<file path="src/rtl/imem_loader_pkg.sv">
// Shared constants and state encoding for the instruction-memory boot loader.
// The instruction memory and the PC use the same definitions.
package imem_loader_pkg;

    localparam int ADDR_W     = 8;
    localparam int DATA_W     = 16;
    localparam int IMEM_DEPTH = 256;

    typedef enum logic [2:0] {
        ST_IDLE,
        ST_LEN,
        ST_HI,
        ST_LO,
        ST_CSUM,
        ST_DONE,
        ST_ERR
    } loader_state_t;

endpackage

</file>
<file path="src/rtl/imem_loader_if.sv">
// Byte-stream handshake plus instruction-memory write port used by the boot loader.
// The loader is the slave side; the host/memory side is the master.
interface imem_loader_if #(
    parameter int ADDR_W = imem_loader_pkg::ADDR_W,
    parameter int DATA_W = imem_loader_pkg::DATA_W
);
    import imem_loader_pkg::*;

    logic [7:0]        in_data;
    logic              in_valid;
    logic              in_ready;
    logic              wr_en;
    logic [ADDR_W-1:0] wr_addr;
    logic [DATA_W-1:0] wr_data;

    modport master (
        output in_data,
        output in_valid,
        input  in_ready,
        input  wr_en,
        input  wr_addr,
        input  wr_data
    );

    modport slave (
        input  in_data,
        input  in_valid,
        output in_ready,
        output wr_en,
        output wr_addr,
        output wr_data
    );

endinterface

</file>
<file path="src/rtl/imem_loader.sv">
// Boot-time loader: assembles a length-prefixed, checksummed byte stream into
// 16-bit words, writes them to instruction memory and releases the CPU on success.
module imem_loader #(
    parameter int ADDR_W = imem_loader_pkg::ADDR_W,
    parameter int DATA_W = imem_loader_pkg::DATA_W
) (
    input  logic          clk,
    input  logic          rst,
    input  logic          start,
    imem_loader_if.slave  bus,
    output logic          cpu_hold,
    output logic          busy,
    output logic          done,
    output logic          err
);
    import imem_loader_pkg::*;

    localparam logic [2:0] S_IDLE = ST_IDLE;
    localparam logic [2:0] S_LEN  = ST_LEN;
    localparam logic [2:0] S_HI   = ST_HI;
    localparam logic [2:0] S_LO   = ST_LO;
    localparam logic [2:0] S_CSUM = ST_CSUM;
    localparam logic [2:0] S_DONE = ST_DONE;
    localparam logic [2:0] S_ERR  = ST_ERR;

    logic [2:0]        state;
    logic [8:0]        remaining;
    logic [ADDR_W-1:0] index;
    logic [7:0]        sum;
    logic [7:0]        hi_byte;
    logic              accept;

    assign bus.in_ready = (state == S_LEN) || (state == S_HI) ||
                          (state == S_LO)  || (state == S_CSUM);
    assign accept = bus.in_valid && bus.in_ready;

    always_ff @(posedge clk) begin
        if (rst) begin
            state       <= S_IDLE;
            remaining   <= '0;
            index       <= '0;
            sum         <= '0;
            hi_byte     <= '0;
            bus.wr_en   <= 1'b0;
            bus.wr_addr <= '0;
            bus.wr_data <= '0;
            cpu_hold    <= 1'b1;
            busy        <= 1'b0;
            done        <= 1'b0;
            err         <= 1'b0;
        end else begin
            bus.wr_en <= 1'b0;
            case (state)
                S_IDLE, S_DONE, S_ERR: begin
                    if (start) begin
                        state       <= S_LEN;
                        remaining   <= '0;
                        index       <= '0;
                        sum         <= '0;
                        bus.wr_addr <= '0;
                        cpu_hold    <= 1'b1;
                        busy        <= 1'b1;
                        done        <= 1'b0;
                        err         <= 1'b0;
                    end
                end
                S_LEN: begin
                    // A length byte of zero stands for a full 256-word image.
                    if (accept) begin
                        remaining <= {(bus.in_data == 8'd0), bus.in_data};
                        sum       <= bus.in_data;
                        state     <= S_HI;
                    end
                end
                S_HI: begin
                    if (accept) begin
                        hi_byte <= bus.in_data;
                        sum     <= sum + bus.in_data;
                        state   <= S_LO;
                    end
                end
                S_LO: begin
                    if (accept) begin
                        bus.wr_en   <= 1'b1;
                        bus.wr_addr <= index;
                        bus.wr_data <= DATA_W'({hi_byte, bus.in_data});
                        sum         <= sum + bus.in_data;
                        remaining   <= remaining - 9'd1;
                        // Index is only advanced when another word follows, so it stops at 0xFF.
                        if (remaining == 9'd1) begin
                            state <= S_CSUM;
                        end else begin
                            state <= S_HI;
                            index <= index + ADDR_W'(1);
                        end
                    end
                end
                S_CSUM: begin
                    if (accept) begin
                        busy <= 1'b0;
                        if (bus.in_data == sum) begin
                            state    <= S_DONE;
                            done     <= 1'b1;
                            cpu_hold <= 1'b0;
                        end else begin
                            state <= S_ERR;
                            err   <= 1'b1;
                        end
                    end
                end
                default: state <= S_IDLE;
            endcase
        end
    end

endmodule

</file>
<file path="src/flat_wrapper.sv">
// flat-port wrapper written by rule: the top's interface ports become plain ports
module imem_loader_flat import imem_loader_pkg::*;
#(
    parameter int ADDR_W = imem_loader_pkg::ADDR_W,
    parameter int DATA_W = imem_loader_pkg::DATA_W
)
  (clk, rst, start, cpu_hold, busy, done, err, bus_in_data, bus_in_valid, bus_in_ready, bus_wr_en, bus_wr_addr, bus_wr_data);
  imem_loader_if #(.ADDR_W(ADDR_W), .DATA_W(DATA_W)) bus_i ();
  input  logic clk;
  input  logic rst;
  input  logic start;
  output logic cpu_hold;
  output logic busy;
  output logic done;
  output logic err;
  input wire logic [$bits(bus_i.in_data)-1:0] bus_in_data;
  input wire logic [$bits(bus_i.in_valid)-1:0] bus_in_valid;
  output wire logic [$bits(bus_i.in_ready)-1:0] bus_in_ready;
  output wire logic [$bits(bus_i.wr_en)-1:0] bus_wr_en;
  output wire logic [$bits(bus_i.wr_addr)-1:0] bus_wr_addr;
  output wire logic [$bits(bus_i.wr_data)-1:0] bus_wr_data;
  assign bus_i.in_data = bus_in_data;
  assign bus_i.in_valid = bus_in_valid;
  assign bus_in_ready = bus_i.in_ready;
  assign bus_wr_en = bus_i.wr_en;
  assign bus_wr_addr = bus_i.wr_addr;
  assign bus_wr_data = bus_i.wr_data;
  imem_loader #(.ADDR_W(ADDR_W), .DATA_W(DATA_W)) u_core (.clk(clk), .rst(rst), .start(start), .bus(bus_i), .cpu_hold(cpu_hold), .busy(busy), .done(done), .err(err));
endmodule
</file>
<file path="config.mk">
export PLATFORM = sky130hd
export DESIGN_NAME = imem_loader_flat
export DESIGN_NICKNAME = d
export VERILOG_FILES = /design/src/rtl/imem_loader_pkg.sv /design/src/rtl/imem_loader_if.sv /design/src/rtl/imem_loader.sv /design/src/flat_wrapper.sv
export SDC_FILE = /design/constraint.sdc
export NUM_CORES = 1
export LEC_CHECK = 0
export BUFFER_PORTS_ARGS = -buffer_cell sky130_fd_sc_hd__buf_2
export CORE_UTILIZATION = 30
export DETAILED_ROUTE_END_ITERATION = 10
export PLACE_DENSITY_LB_ADDON = 0.08
export SYNTH_ARGS = -nofsm -noshare
export SYNTH_HDL_FRONTEND = slang
export SYNTH_SLANG_ARGS = --single-unit
</file>
<file path="constraint.sdc">
create_clock -name clk -period 4.9 [get_ports clk]
set_input_delay 1.225 -clock clk [delete_from_list [all_inputs] [get_ports clk]]
set_output_delay 1.225 -clock clk [all_outputs]
set_load 0.01 [all_outputs]
</file>
==> results.txt, run 1 <==
* Post-route fraction of the period consumed by the critical path: 0.589
- Post-cts resize count: 0
* Number of nets in the final layout: around 450
* Initial drt markers: 158
* Via count: approximately 3000
- Clock input transition at the sequential cells of the worst setup and hold paths: 0.07 ns
- The max-slew violation count came to 0.
- In this run the worst path has a maximum fanout of 6.
- Clock tree buffer depth: 2
- At the worst endpoint, the arrival time is between 3 and 4 ns.
* Proportion of synthesized chip area in sequential cells: 0.399
* Post-DR wirelength/cell: around 16 µm
- Timing would allow up to approximately 0.35 GHz.
- The number of antenna diodes in the final layout is 0.
- Pin slew with the least headroom to its limit: 0.934 ns
- Library cells used by synthesis: 53
* Worst-case register-to-register setup slack: 2.42 ns
- The die is 106 µm wide.
- Number of setup violations in the final report: 0
- Hold bufs inserted after CTS: 0
* Final hold slack: approximately 0.45 ns
- Die Area: around 11000 µm²
* Max VDD drop: approximately 0.00019 V
* Worst min path class: reg2reg
* DP Worst Slack: about 1.7 ns
- After synthesis, the share of flip-flops with an asynchronous set or reset is 0.
- Register bit count reported by yosys: 65
- Summing all placed instances gives a cell area of 3570 µm².
* Minimum period implied by the final worst setup slack: 2.89 ns
- Wire length of the first global-routing pass: roughly 15 mm
* Routed wire length: about 9.2 mm
- Later-pin clock latency in the skew report: 0.35 ns
* Total routing usage reported by global routing: 0.174
- TritonCTS clock tree: built
- Entering global routing, the biggest net connects 53 pins.
- The H-tree was split into 3 levels.
- Synthesis produced 397 cells.
- Max-cap viol count: 0
- The filler cells instantiated in the layout total 1141.
- Antenna viol nets, final: 0
- Share of layout cells above drive strength 1: 0.152
- DRC violations left: 0
- Leading cell type in the layout, fill and taps excluded: sky130_fd_sc_hd__dfxtp_1
- Vias in the first global route: 2927
* Aggregate global routing overflow: 0
- The run finished with clean final reports.
- Worst setup path class: in2reg
- Area of combinational cells with multiple inputs: 1830 µm²
- During I/O placement, the number of pins put on the boundary was 42.
- Core area: 10400 µm²
- After layout, the worst setup slack is approximately 2.0 ns.
- Setup repair after global routing missed its margin: no
- During placement, the flow inserted port buffers numbering between 40 and 50.
* Startpoint type of the worst setup path: primary input
* Most frequent cells in the layout: sky130_fd_sc_hd__dfxtp_1 (65), sky130_fd_sc_hd__nand2_1 (49), sky130_fd_sc_hd__nor2_1 (43), sky130_fd_sc_hd__buf_2 (41), sky130_fd_sc_hd__a21oi_1 (32)
* Post-synthesis average cell area: 8.21 µm²
* Reg area: 1300 µm²
- The tree is rooted in a sky130_fd_sc_hd__clkbuf_8.
- Most used flip-flop cell after synthesis: sky130_fd_sc_hd__dfxtp_1
- After detailed routing, the number of vias per cell comes to 5.19.
- Number of synthesized flops with an enable pin: 0
- After floorplanning, the core was divided into 37 placement rows.
- Worst Setup End Kind: flop
* Final instance area: 3780 µm²
* Net count of the mapped netlist: 420
* Number of post-CTS setup repair buffers: 0
- Clock tree synthesis inserted a total of 9 buffers.
- Number of iterations in the first detailed-routing pass: 4
- Measured against its own limit, the worst slew margin works out to 0.376.
- The die is 106 µm tall.
* Count of endpoints failing hold in the final timing report: 0
- In the final timing run, aggregate negative setup slack is 0 ns.
- Count of yosys warnings during synthesis: 0
- Once detailed placement completed, the half-perimeter wirelength came to slightly above 6 mm.
- The number of antenna violations at the first check in global routing is 0.
- Areal power density over the cells: 431 nW/µm²
- The initial utilization of the core area, before any placement, comes to 0.313.
* Clock net sink count: 65
- Critical path required time: between 5 and 6 ns
- Area added between synthesis and finish: 15.8%
- In this run the static leakage power is 1.49 nW.
- Setup Skew: 0.00745 ns
- The congestion estimate from routability-driven global placement came to 0.825.
* Post-synth design cell area: 3260 µm²
-- cells by family after synthesis --
family	Yosys count	share of synthesized area
xor gates and xnor gates	14	0.0376
adders and majority gates	11	0.0445
and+or+nand+nor	171	0.256
DFF	65	0.399
AOI/OAI and AO/OA	93	0.186
buffers and inverters	31	0.0395
muxes	12	0.0376
-- registers in the layout, indices dropped and copies added (netlist names) --
name and count:
u_core.sum 8, u_core.remaining 9, u_core.bus.wr_data 16, u_core.err 1, u_core.done 1, u_core.state 3
u_core.bus.wr_en 1, u_core.cpu_hold 1, u_core.busy 1, u_core.bus.wr_addr 8, u_core.hi_byte 8, u_core.index 8
-- metal layers --
metal	GRT usage	up-vias	share of wire	routed length (µm)
met3	0.0490	8	0.042	390
met5	0	-	0	0
met2	0.278	49	0.47	4270
met1	0.228	1409	0.48	4400
met4	0.0476	0	0.013	121
li1	-	1486	-	-
-- where the power goes --
group	total, mW	leakage (nW)	switching [mW]	internal [mW]
sequential	0.616	0.527	0.0411	0.575
combinational	0.510	0.856	0.324	0.186
clock	0.503	0.106	0.206	0.297
total	1.63	1.49	0.571	1.06
-- cell usage after synthesis (5+ instances only) --
| master | count | area [µm²] |
|---|---|---|
| sky130_fd_sc_hd__a31oi_1 | 11 | 68.8 |
| sky130_fd_sc_hd__nand4_1 | 6 | 37.5 |
| sky130_fd_sc_hd__nor2b_1 | 6 | 37.5 |
| sky130_fd_sc_hd__and3_1 | 5 | 31.3 |
| sky130_fd_sc_hd__xnor2_1 | 10 | 87.6 |
| sky130_fd_sc_hd__and2_1 | 10 | 62.6 |
| sky130_fd_sc_hd__inv_1 | 6 | 22.5 |
| sky130_fd_sc_hd__mux2i_1 | 10 | 100 |
| sky130_fd_sc_hd__nand3_1 | 7 | 35.0 |
| sky130_fd_sc_hd__nor3b_1 | 5 | 37.5 |
| sky130_fd_sc_hd__o21ai_0 | 15 | 75.1 |
| sky130_fd_sc_hd__nor3_1 | 23 | 115 |
| sky130_fd_sc_hd__dfxtp_1 | 65 | 1300 |
| sky130_fd_sc_hd__a21oi_1 | 32 | 160 |
| sky130_fd_sc_hd__buf_2 | 7 | 35.0 |
| sky130_fd_sc_hd__nor2_1 | 43 | 161 |
| sky130_fd_sc_hd__clkbuf_1 | 17 | 63.8 |
| sky130_fd_sc_hd__ha_1 | 10 | 125 |
| sky130_fd_sc_hd__nand2_1 | 49 | 184 |
-- worst paths after layout --
path,from,to,depth (start not counted)
setup / recovery,bus_in_data[2],u_core.state[0],6
hold / removal,u_core.hi_byte[0],u_core.bus.wr_data[8],2
setup reg to reg,u_core.state[0],u_core.bus.wr_addr[1],5
hold reg to reg,u_core.hi_byte[0],u_core.bus.wr_data[8],2
-- critical path: stages --
cell                      delay (ns)
sky130_fd_sc_hd__buf_2          0.14
sky130_fd_sc_hd__ha_1           0.37
sky130_fd_sc_hd__or4_1          0.57
sky130_fd_sc_hd__o311a_1        0.44
sky130_fd_sc_hd__a211o_1        0.30
sky130_fd_sc_hd__a21oi_2        0.12
-- final cells by class --
type / instances / area share
Multi-Input combinational cell: 301 / 0.485
Sequential cell: 65 / 0.344
Timing Repair Buffer: 46 / 0.0643
Tap cell: 136 / 0.0450
Clock buffer: 12 / 0.0384
Clock inverter: 3 / 0.0172
Inverter: 6 / 0.00596
-- metrics by stage --
| step | power (mW) | instances | utilization |
|---|---|---|---|
| 6_report | 1.63 | 569 | 0.363 |
| 5_1_grt | 1.74 | 569 | 0.363 |
| 4_1_cts | 1.65 | 569 | 0.363 |
| 3_5_place_dp | 1.14 | 554 | 0.342 |
| 3_3_place_gp | 1.14 | 554 | 0.342 |
| 2_1_floorplan | 1.00 | 397 | - |
No activity file was read; power rests on OpenSTA's default activity.
==> run 2, diff against run 1 <==
==> constraint.sdc (replaced) <==
create_clock -name clk -period 2.6 [get_ports clk]
set_input_delay 0.65 -clock clk [delete_from_list [all_inputs] [get_ports clk]]
set_output_delay 0.65 -clock clk [all_outputs]
set_load 0.01 [all_outputs]
==> run 2 against run 1 <==
- sequential share of layout area is 0.75 points lower
- clock skew is 0.0062 ns higher
- largest cell class unchanged
- clock-buffer cell count is 1 lower
- critical path type unchanged
- sequential cell count stayed put
- design area is 2.2% higher
- critical endpoint unchanged
- global-route usage hardly changed
- core utilization is 0.80 points higher
- final cell count is 2.5% higher
==> results.txt, run 2 (synthesis results as in run 1) <==
- Post-route fraction of the period consumed by the critical path: 0.868
* Worst flop-to-flop path endpoint: u_core.state[0] (was u_core.bus.wr_addr[1])
- Max reg flops: 16 (unchanged)
- The cell at the root of the clock tree was sky130_fd_sc_hd__clkbuf_8 (unchanged).
* Post-DR wirelength/cell: 16.0 µm (was 16.1 µm)
- Post-layout power: 3.06 mW (was 1.63 mW)
- H-tree depth: 3 (unchanged)
- Site row count: 37 (unchanged)
* Arrival time at the worst endpoint: 2.55 ns (was 3.17 ns)
- The kind of start point of the critical path is a primary input (unchanged).
* Hold_sp: u_core.hi_byte[5] (was u_core.hi_byte[0])
- The worst-case clock buffer depth came to 2 (unchanged).
* Max-cap viol count: 0 (unchanged)
- Via count: 2997 (was 2952)
* Kind of cell adding the most delay to the critical path: compound AO/OA/AOI/OAI gates (unchanged)
- The count of buffers inserted at the top-level ports is 41 (unchanged).
- Detailed Place HPWL: 6.37 mm (was 6.23 mm)
- Clock net sink count: 65 (unchanged)
- Hold Crit Depth: 2 (unchanged)
- Routed wire length: 9.31 mm (was 9.19 mm)
* DIE WIDTH: 106 µm (unchanged)
- The residual antenna-violating net count after detailed routing is 0 (unchanged).
* Cell with the biggest individual delay on the critical path: sky130_fd_sc_hd__or4_1 (unchanged)
- Worst max-slew margin expressed relative to the limit: 0.608 (was 0.376)
- The setup skew after layout came to 0.0136 ns (was 0.00745 ns).
- The register with the most flip-flops is u_core.bus.wr_data (unchanged).
- Later-pin clock latency in the skew report: 0.35 ns (about the same)
* Count of endpoints failing hold in the final timing report: 0 (unchanged)
- The placeable core region was 10400 µm² (unchanged).
* Number of iterations in the first detailed-routing pass: 4 (unchanged)
* Number of fillers in the final layout: 1126 (was 1141)
- Biggest regs: u_core.bus.wr_data (16), u_core.remaining (9) (unchanged)
- The category of the worst setup path capture point is a flop (unchanged).
- The number of antenna violations at the first check in global routing is 0 (unchanged).
- Pin slew with the least headroom to its limit: 0.588 ns (was 0.934 ns)
- The fraction of layout cells with a size suffix above 1 is 0.181 (was 0.152).
- Pins Over Slew Limit: 0 (unchanged)
- The number of antenna diodes came to 0 (unchanged).
* Wire length of the first global-routing pass: 15.2 mm (about the same)
- Setup repair after global routing missed its margin: no (unchanged).
- The classification of the worst-slack hold path is reg2reg (unchanged).
* Max VDD drop: 0.000412 V (was 0.000192 V)
- The via-per-instance ratio is 5.14 (was 5.19).
- Global routing's busiest layer: met2 (unchanged)
* DRC violations left: 0 (unchanged)
- Aggregate global routing overflow: 0 (unchanged)
- Post-cts resize count: 0 (unchanged)
- The largest net degree at the start of global routing came to 53 (unchanged).
* Die Ht: 106 µm (unchanged)
- Number of setup violations in the final report: 0 (unchanged)
- Capture endpoint of the worst hold path: u_core.bus.wr_data[13] (was u_core.bus.wr_data[8])
* Cell-by-cell listing of the critical path: buf_2 -> ha_1 -> or4_1 -> o311a_1 -> a211o_1 -> a21oi_2 (unchanged)
* Crit-path max cell delay: 0.54 ns (was 0.57 ns)
- The number of cells after detailed placement is 567 (was 554).
- Number of nets in the final layout: 465 (was 452)
* Upper clock frequency limit: ~0.44 GHz
* Most frequent cells in the layout: sky130_fd_sc_hd__dfxtp_1 (65), sky130_fd_sc_hd__nand2_1 (49), sky130_fd_sc_hd__nor2_1 (43), sky130_fd_sc_hd__buf_2 (41), sky130_fd_sc_hd__a21oi_1 (32) (unchanged)
- The starting utilization of the core area is 0.313 (unchanged).
* Areal power density over the cells: 792 nW/µm² (was 431 nW/µm²)
* Total routing usage reported by global routing: 0.174 (about the same)
* Leading cell type in the layout, fill and taps excluded: sky130_fd_sc_hd__dfxtp_1 (unchanged)
* Final hold slack: 0.448 ns (was 0.453 ns)
- The number of buffers created by CTS came to 9 (unchanged).
- The boundary pin count was 42 (unchanged).
- Met1 global-route usage: 0.214 (was 0.228)
- The start-to-end type of the worst setup path was in2reg (unchanged).
- Critical path required time: 2.89 ns (was 5.19 ns)
- Instance count on the critical path: 6 (unchanged)
* Crit Path Max Fanout: 5 (was 6)
* Vias in the first global route: 3011 (was 2927)
- Placer's final routability congestion estimate: 0.779 (was 0.825)
- TritonCTS clock tree: built (unchanged)
- Total leakage power: 1.54 nW (was 1.49 nW)
* Clock input transition at the sequential cells of the worst setup and hold paths: 0.08 ns (was 0.07 ns)
* Hold bufs inserted after CTS: 0 (unchanged)
- Core occupancy in the finished layout: 0.371 (was 0.363)
- R2R cell count: 5 (unchanged)
- Non-filler cells, final: 583 (was 569)
- The layout overhead on the synthesized area is 18.4% (was 15.8%).
- Run status: complete, no violations (unchanged)
* Number of post-CTS setup repair buffers: 0 (unchanged)
- Buf/Inv on CP: 1 (unchanged)
- Global routing met3 resource utilization: 0.0515 (was 0.0490)
* Worst-case register-to-register setup slack: 0.46 ns (was 2.42 ns)
- Subtracting the final worst setup slack from the clock period gives 2.26 ns.
- Die Area: 11300 µm² (unchanged)
- The startpoint of the most critical register-to-register path is u_core.sum[2] (was u_core.state[0]).
- The violation count after the first detailed-route iteration is 135 (was 158).
- Global-route track usage on met2: 0.295 (was 0.278)
run 2: stage by stage:
stage               setup slack [ns]  setup TNS, ns  area, µm²
finish                         0.342              0       3860
detailed placement           -0.0131        -0.0131       3660
CTS                            0.350              0       3860
global placement            -0.00371       -0.00371       3660
floorplan                      0.235              0       3260
global route                   0.269              0       3860
run 2: tightest hold or removal path, cell delays in order (launching register included):
cell,delay (ns)
sky130_fd_sc_hd__dfxtp_1,0.31
sky130_fd_sc_hd__nand2_1,0.05
sky130_fd_sc_hd__a21oi_1,0.05
run 2: how the worst max path moves through the flow:
stage	from	end	slack [ns]
CTS	bus_in_data[6]	u_core.state[0]	0.35
global route	u_core.state[0]	u_core.index[2]	0.27
global placement	bus_in_data[6]	u_core.state[0]	-0.004
finish	bus_in_data[6]	u_core.state[0]	0.34
detailed placement	bus_in_data[6]	u_core.state[0]	-0.01
floorplan	bus_in_data[2]	u_core.state[0]	0.24
run 2: layout make-up:
| class | instances | area, µm² | share of cell area |
|---|---|---|---|
| Multi-Input combinational cell | 301 | 1830 | 0.474 |
| Clock buffer | 11 | 141 | 0.0366 |
| Tap cell | 136 | 170 | 0.0441 |
| Sequential cell | 65 | 1300 | 0.337 |
| Timing Repair Buffer | 59 | 340 | 0.0881 |
| Clock inverter | 5 | 55.1 | 0.0143 |
| Inverter | 6 | 22.5 | 0.00583 |
run 2: layer usage:
layer	vias up	routed length, µm
met5	-	0
met1	1420	4410
met3	10	365
met4	0	109
li1	1508	-
met2	59	4420
run 2: where the power goes:
group          switching (mW)  internal (mW)
clock                   0.415          0.466
sequential             0.0858           1.08
combinational           0.618          0.390
total                    1.12           1.94
==> run 3, diff against run 2 <==
--- a/config.mk
+++ b/config.mk
@@ -7,8 +7,11 @@
 export LEC_CHECK = 0
 export BUFFER_PORTS_ARGS = -buffer_cell sky130_fd_sc_hd__buf_2
 export CORE_UTILIZATION = 30
+export CTS_BUF_LIST = sky130_fd_sc_hd__clkbuf_8 sky130_fd_sc_hd__clkbuf_16
+export CTS_CLUSTER_DIAMETER = 40
 export DETAILED_ROUTE_END_ITERATION = 10
 export PLACE_DENSITY_LB_ADDON = 0.08
+export SETUP_SLACK_MARGIN = 0.4
 export SYNTH_ARGS = -nofsm -noshare
 export SYNTH_HDL_FRONTEND = slang
 export SYNTH_SLANG_ARGS = --single-unit
==> run 3 against run 2 <==
- sequential share of layout area shrank 0.34 points
- setup slack improved by 0.15 ns
- clock-buffer cell count is 2 lower
- register-to-register slack better by 0.15 ns
- die area is the same
- non-clock buffer count is 1 lower
- global-route usage is 0.40 points higher
- core utilization increased by 0.41 points
- clock skew shrank 0.0024 ns
- critical path type unchanged
- largest power group unchanged
- highest routed layer unchanged
==> results.txt, run 3 (synthesis results as in run 1) <==
- Worst max-slew margin expressed relative to the limit: 0.592 (was 0.608)
- The standby leakage power is 1.55 nW (was 1.54 nW).
- Share of layout cells above drive strength 1: 0.186 (was 0.181)
- Highest routed layer: met4 (unchanged)
- The count of buffers added by post-CTS timing repair for setup is 0 (unchanged).
* Hold_sp: u_core.hi_byte[5] (unchanged)
- Number of nets in the final layout: 464 (was 465)
- The floorplan die width came to 106 µm (unchanged).
- TritonCTS clock tree: built (unchanged)
- Placed inst area: 3680 µm² (was 3660 µm²)
- The startpoint of the most critical register-to-register path was u_core.sum[6] (was u_core.sum[2]).
* Launch point of the critical path: bus_in_data[6] (unchanged)
* Die Ht: 106 µm (unchanged)
* Vias per std cell: 5.19 (was 5.14)
- Post-cts resize count: 1 (was 0)
- Worst min path class: reg2reg (unchanged)
- Upper clock frequency limit: 0.475 GHz (was 0.443 GHz)
- Number of input and output port buffers inserted: 41 (unchanged)
* Initial drt markers: 125 (was 135)
- Number of iterations in the first detailed-routing pass: 4 (unchanged)
- Library cell used as clock root buffer: sky130_fd_sc_hd__clkbuf_8 (unchanged)
- The placement row count is 37 (unchanged).
- Clock buffers created by TritonCTS: 9 (unchanged)
- The required time at the endpoint of the critical path is 2.88 ns (was 2.89 ns).
* Setup Skew: 0.0112 ns (was 0.0136 ns)
* Clock input transition at the sequential cells of the worst setup and hold paths: 0.08 ns (about the same)
- The max-slew violation count came to 0 (unchanged).
- The floorplan die area is 11300 µm² (unchanged).
- Run status: complete, no violations (unchanged)
* Non-filler cells, final: 582 (was 583)
- Most frequent cells in the layout: sky130_fd_sc_hd__dfxtp_1 (64), sky130_fd_sc_hd__nand2_1 (49), sky130_fd_sc_hd__nor2_1 (43), sky130_fd_sc_hd__buf_2 (41), sky130_fd_sc_hd__a21oi_1 (32) (was sky130_fd_sc_hd__dfxtp_1 (65), sky130_fd_sc_hd__nand2_1 (49), sky130_fd_sc_hd__nor2_1 (43), sky130_fd_sc_hd__buf_2 (41), sky130_fd_sc_hd__a21oi_1 (32)).
* Post-route setup TNS: 0 ns (unchanged)
* Startpoint type of the worst setup path: primary input (unchanged)
- The cell type of the slowest stage on the worst timing path is sky130_fd_sc_hd__or4_1 (unchanged).
* H-tree depth: 3 (unchanged)
- The final period utilization is 0.809 (was 0.868).
- Number of top-level pins: 42 (unchanged)
- The weighted congestion reported at the end of routability-driven placement came to 0.798 (was 0.779).
- Length of routed met3 wiring: 467 µm (was 365 µm)
- The global-route wire length before repair came to 15.3 mm (was 15.2 mm).
* Core area: 10400 µm² (unchanged)
* Detailed Place HPWL: 6.37 mm (about the same)
* Antenna viol nets, final: 0 (unchanged)
- The critical path arrival was 2.38 ns (was 2.55 ns).
* Areal power density over the cells: 814 nW/µm² (was 792 nW/µm²)
- The number of cells after detailed placement was 566 (was 567).
* Antenna diode count: 0 (unchanged)
- The remaining routing DRC violations is 0 (unchanged).
- Hold Crit Depth: 2 (unchanged)
- The area of all placed cells without fillers is 3900 µm² (was 3860 µm²).
- Count of endpoints failing hold in the final timing report: 0 (unchanged)
- Cell-by-cell listing of the critical path: buf_2 -> ha_1 -> or4_1 -> o311a_1 -> a211o_1 -> a21oi_2 (unchanged).
* Number of fillers in the final layout: 1095 (was 1126)
* Worst Setup End Kind: flop (unchanged)
- The final wirelength was 9.41 mm (was 9.31 mm).
- The total met2 wirelength after detailed routing is 4.27 mm (was 4.42 mm).
- The largest stage delay on the critical path came to 0.50 ns (was 0.54 ns).
- Post-DR wirelength/cell: 16.2 µm (was 16.0 µm)
- The clock network latency to the later pin of the worst-skew pair is 0.35 ns (about the same).
* Initial antenna violation count: 0 (unchanged)
- The power after layout was 3.18 mW (was 3.06 mW).
- The via count came to 3019 (was 2997).
- Worst setup path class: in2reg (unchanged)
- The flip-flop count of the largest register after layout is 16 (unchanged).
- The final cell utilization of the core was 0.375 (was 0.371).
- Number of setup violations in the final report: 0 (unchanged)
* Leading cell type in the layout, fill and taps excluded: sky130_fd_sc_hd__dfxtp_1 (unchanged)
- The hold buffer count at cts came to 0 (unchanged).
* Aggregate global routing overflow: 0 (unchanged)
- The total clock sinks is 65 (unchanged).
* Biggest regs: u_core.bus.wr_data (16), u_core.remaining (9) (unchanged)
- Total routing usage reported by global routing: 0.178 (was 0.174)
* Setup repair after global routing missed its margin: no (unchanged)
- Clock tree buffer depth: 2 (unchanged)
- Max VDD drop: 0.000328 V (was 0.000412 V)
* Vias in the first global route: 2901 (was 3011)
- The total of max-cap violations is 0 (unchanged).
- Minimum period implied by the final worst setup slack: 2.10 ns (was 2.26 ns)
- Initial cell density of the core: 0.313 (unchanged)
- Area added between synthesis and finish: 19.7% (was 18.4%)
- Post-route met1 wirelength: 4.44 mm (was 4.41 mm)
- Crit Path Max Fanout: 5 (unchanged)
- Largest net degree at the start of global routing: 53 (unchanged)
- The register with the most flip-flops was u_core.bus.wr_data (unchanged).
- The transition time at the pin with the least slew margin came to 0.612 ns (was 0.588 ns).
* R2R cell count: 5 (unchanged)
run 3: cell types whose count changed in the layout (fill, tap and decap cells not counted):
cell                        previous run  this run
sky130_fd_sc_hd__ha_1                 10         8
sky130_fd_sc_hd__dfxtp_2               0         1
sky130_fd_sc_hd__inv_1                 6         7
sky130_fd_sc_hd__buf_4                18        17
sky130_fd_sc_hd__ha_4                  0         2
sky130_fd_sc_hd__clkbuf_1              1         0
sky130_fd_sc_hd__clkbuf_8             10         9
sky130_fd_sc_hd__dfxtp_1              65        64
sky130_fd_sc_hd__clkinv_2              2         0
sky130_fd_sc_hd__clkinv_4              0         2
sky130_fd_sc_hd__bufinv_16             1         2
run 3: path summary, 6_finish.rpt:
kind	end	slack (ns)
worst max-delay path	u_core.state[0]	0.50
worst min-delay path	u_core.bus.wr_data[13]	0.45
worst max register to register	u_core.state[0]	0.61
worst min register to register	u_core.bus.wr_data[13]	0.45
run 3: per-stage QoR:
stage / setup WS [ns] / hold WS [ns]
finish: 0.495 / 0.451
global route: 0.429 / 0.471
CTS: 0.502 / 0.458
detailed placement: 0.140 / 0.449
global placement: 0.172 / 0.441
floorplan: 0.402 / 0.431
run 3: where the power goes:
group,total (mW),switching [mW],internal (mW)
Clock,0.978,0.438,0.540
Combinational,1.03,0.620,0.405
Sequential,1.17,0.0894,1.08
Total,3.18,1.15,2.03
run 3: final cells by class:
type / instances / area [µm²] / share of cell area
clock buffer: 9 / 124 / 0.0317
clock inverter: 7 / 96.3 / 0.0247
inverter: 6 / 22.5 / 0.00577
multi-input combinational: 301 / 1860 / 0.475
sequential: 65 / 1300 / 0.334
tap: 136 / 170 / 0.0436
timing repair buffer: 58 / 333 / 0.0853
run 3: worst max-delay path: cells and delay by family:
kind / cells / cell delay [ns]
compound gates: 3 / 0.76
simple gates: 1 / 0.50
fa+ha+maj: 1 / 0.34
buf+inv: 1 / 0.12
run 3: layer usage:
| metal | vias to the layer above | global-route usage |
|---|---|---|
| li1 | 1504 | - |
| met1 | 1440 | 0.235 |
| met2 | 62 | 0.279 |
| met3 | 13 | 0.0411 |
| met4 | 0 | 0.0714 |
| met5 | - | 0 |
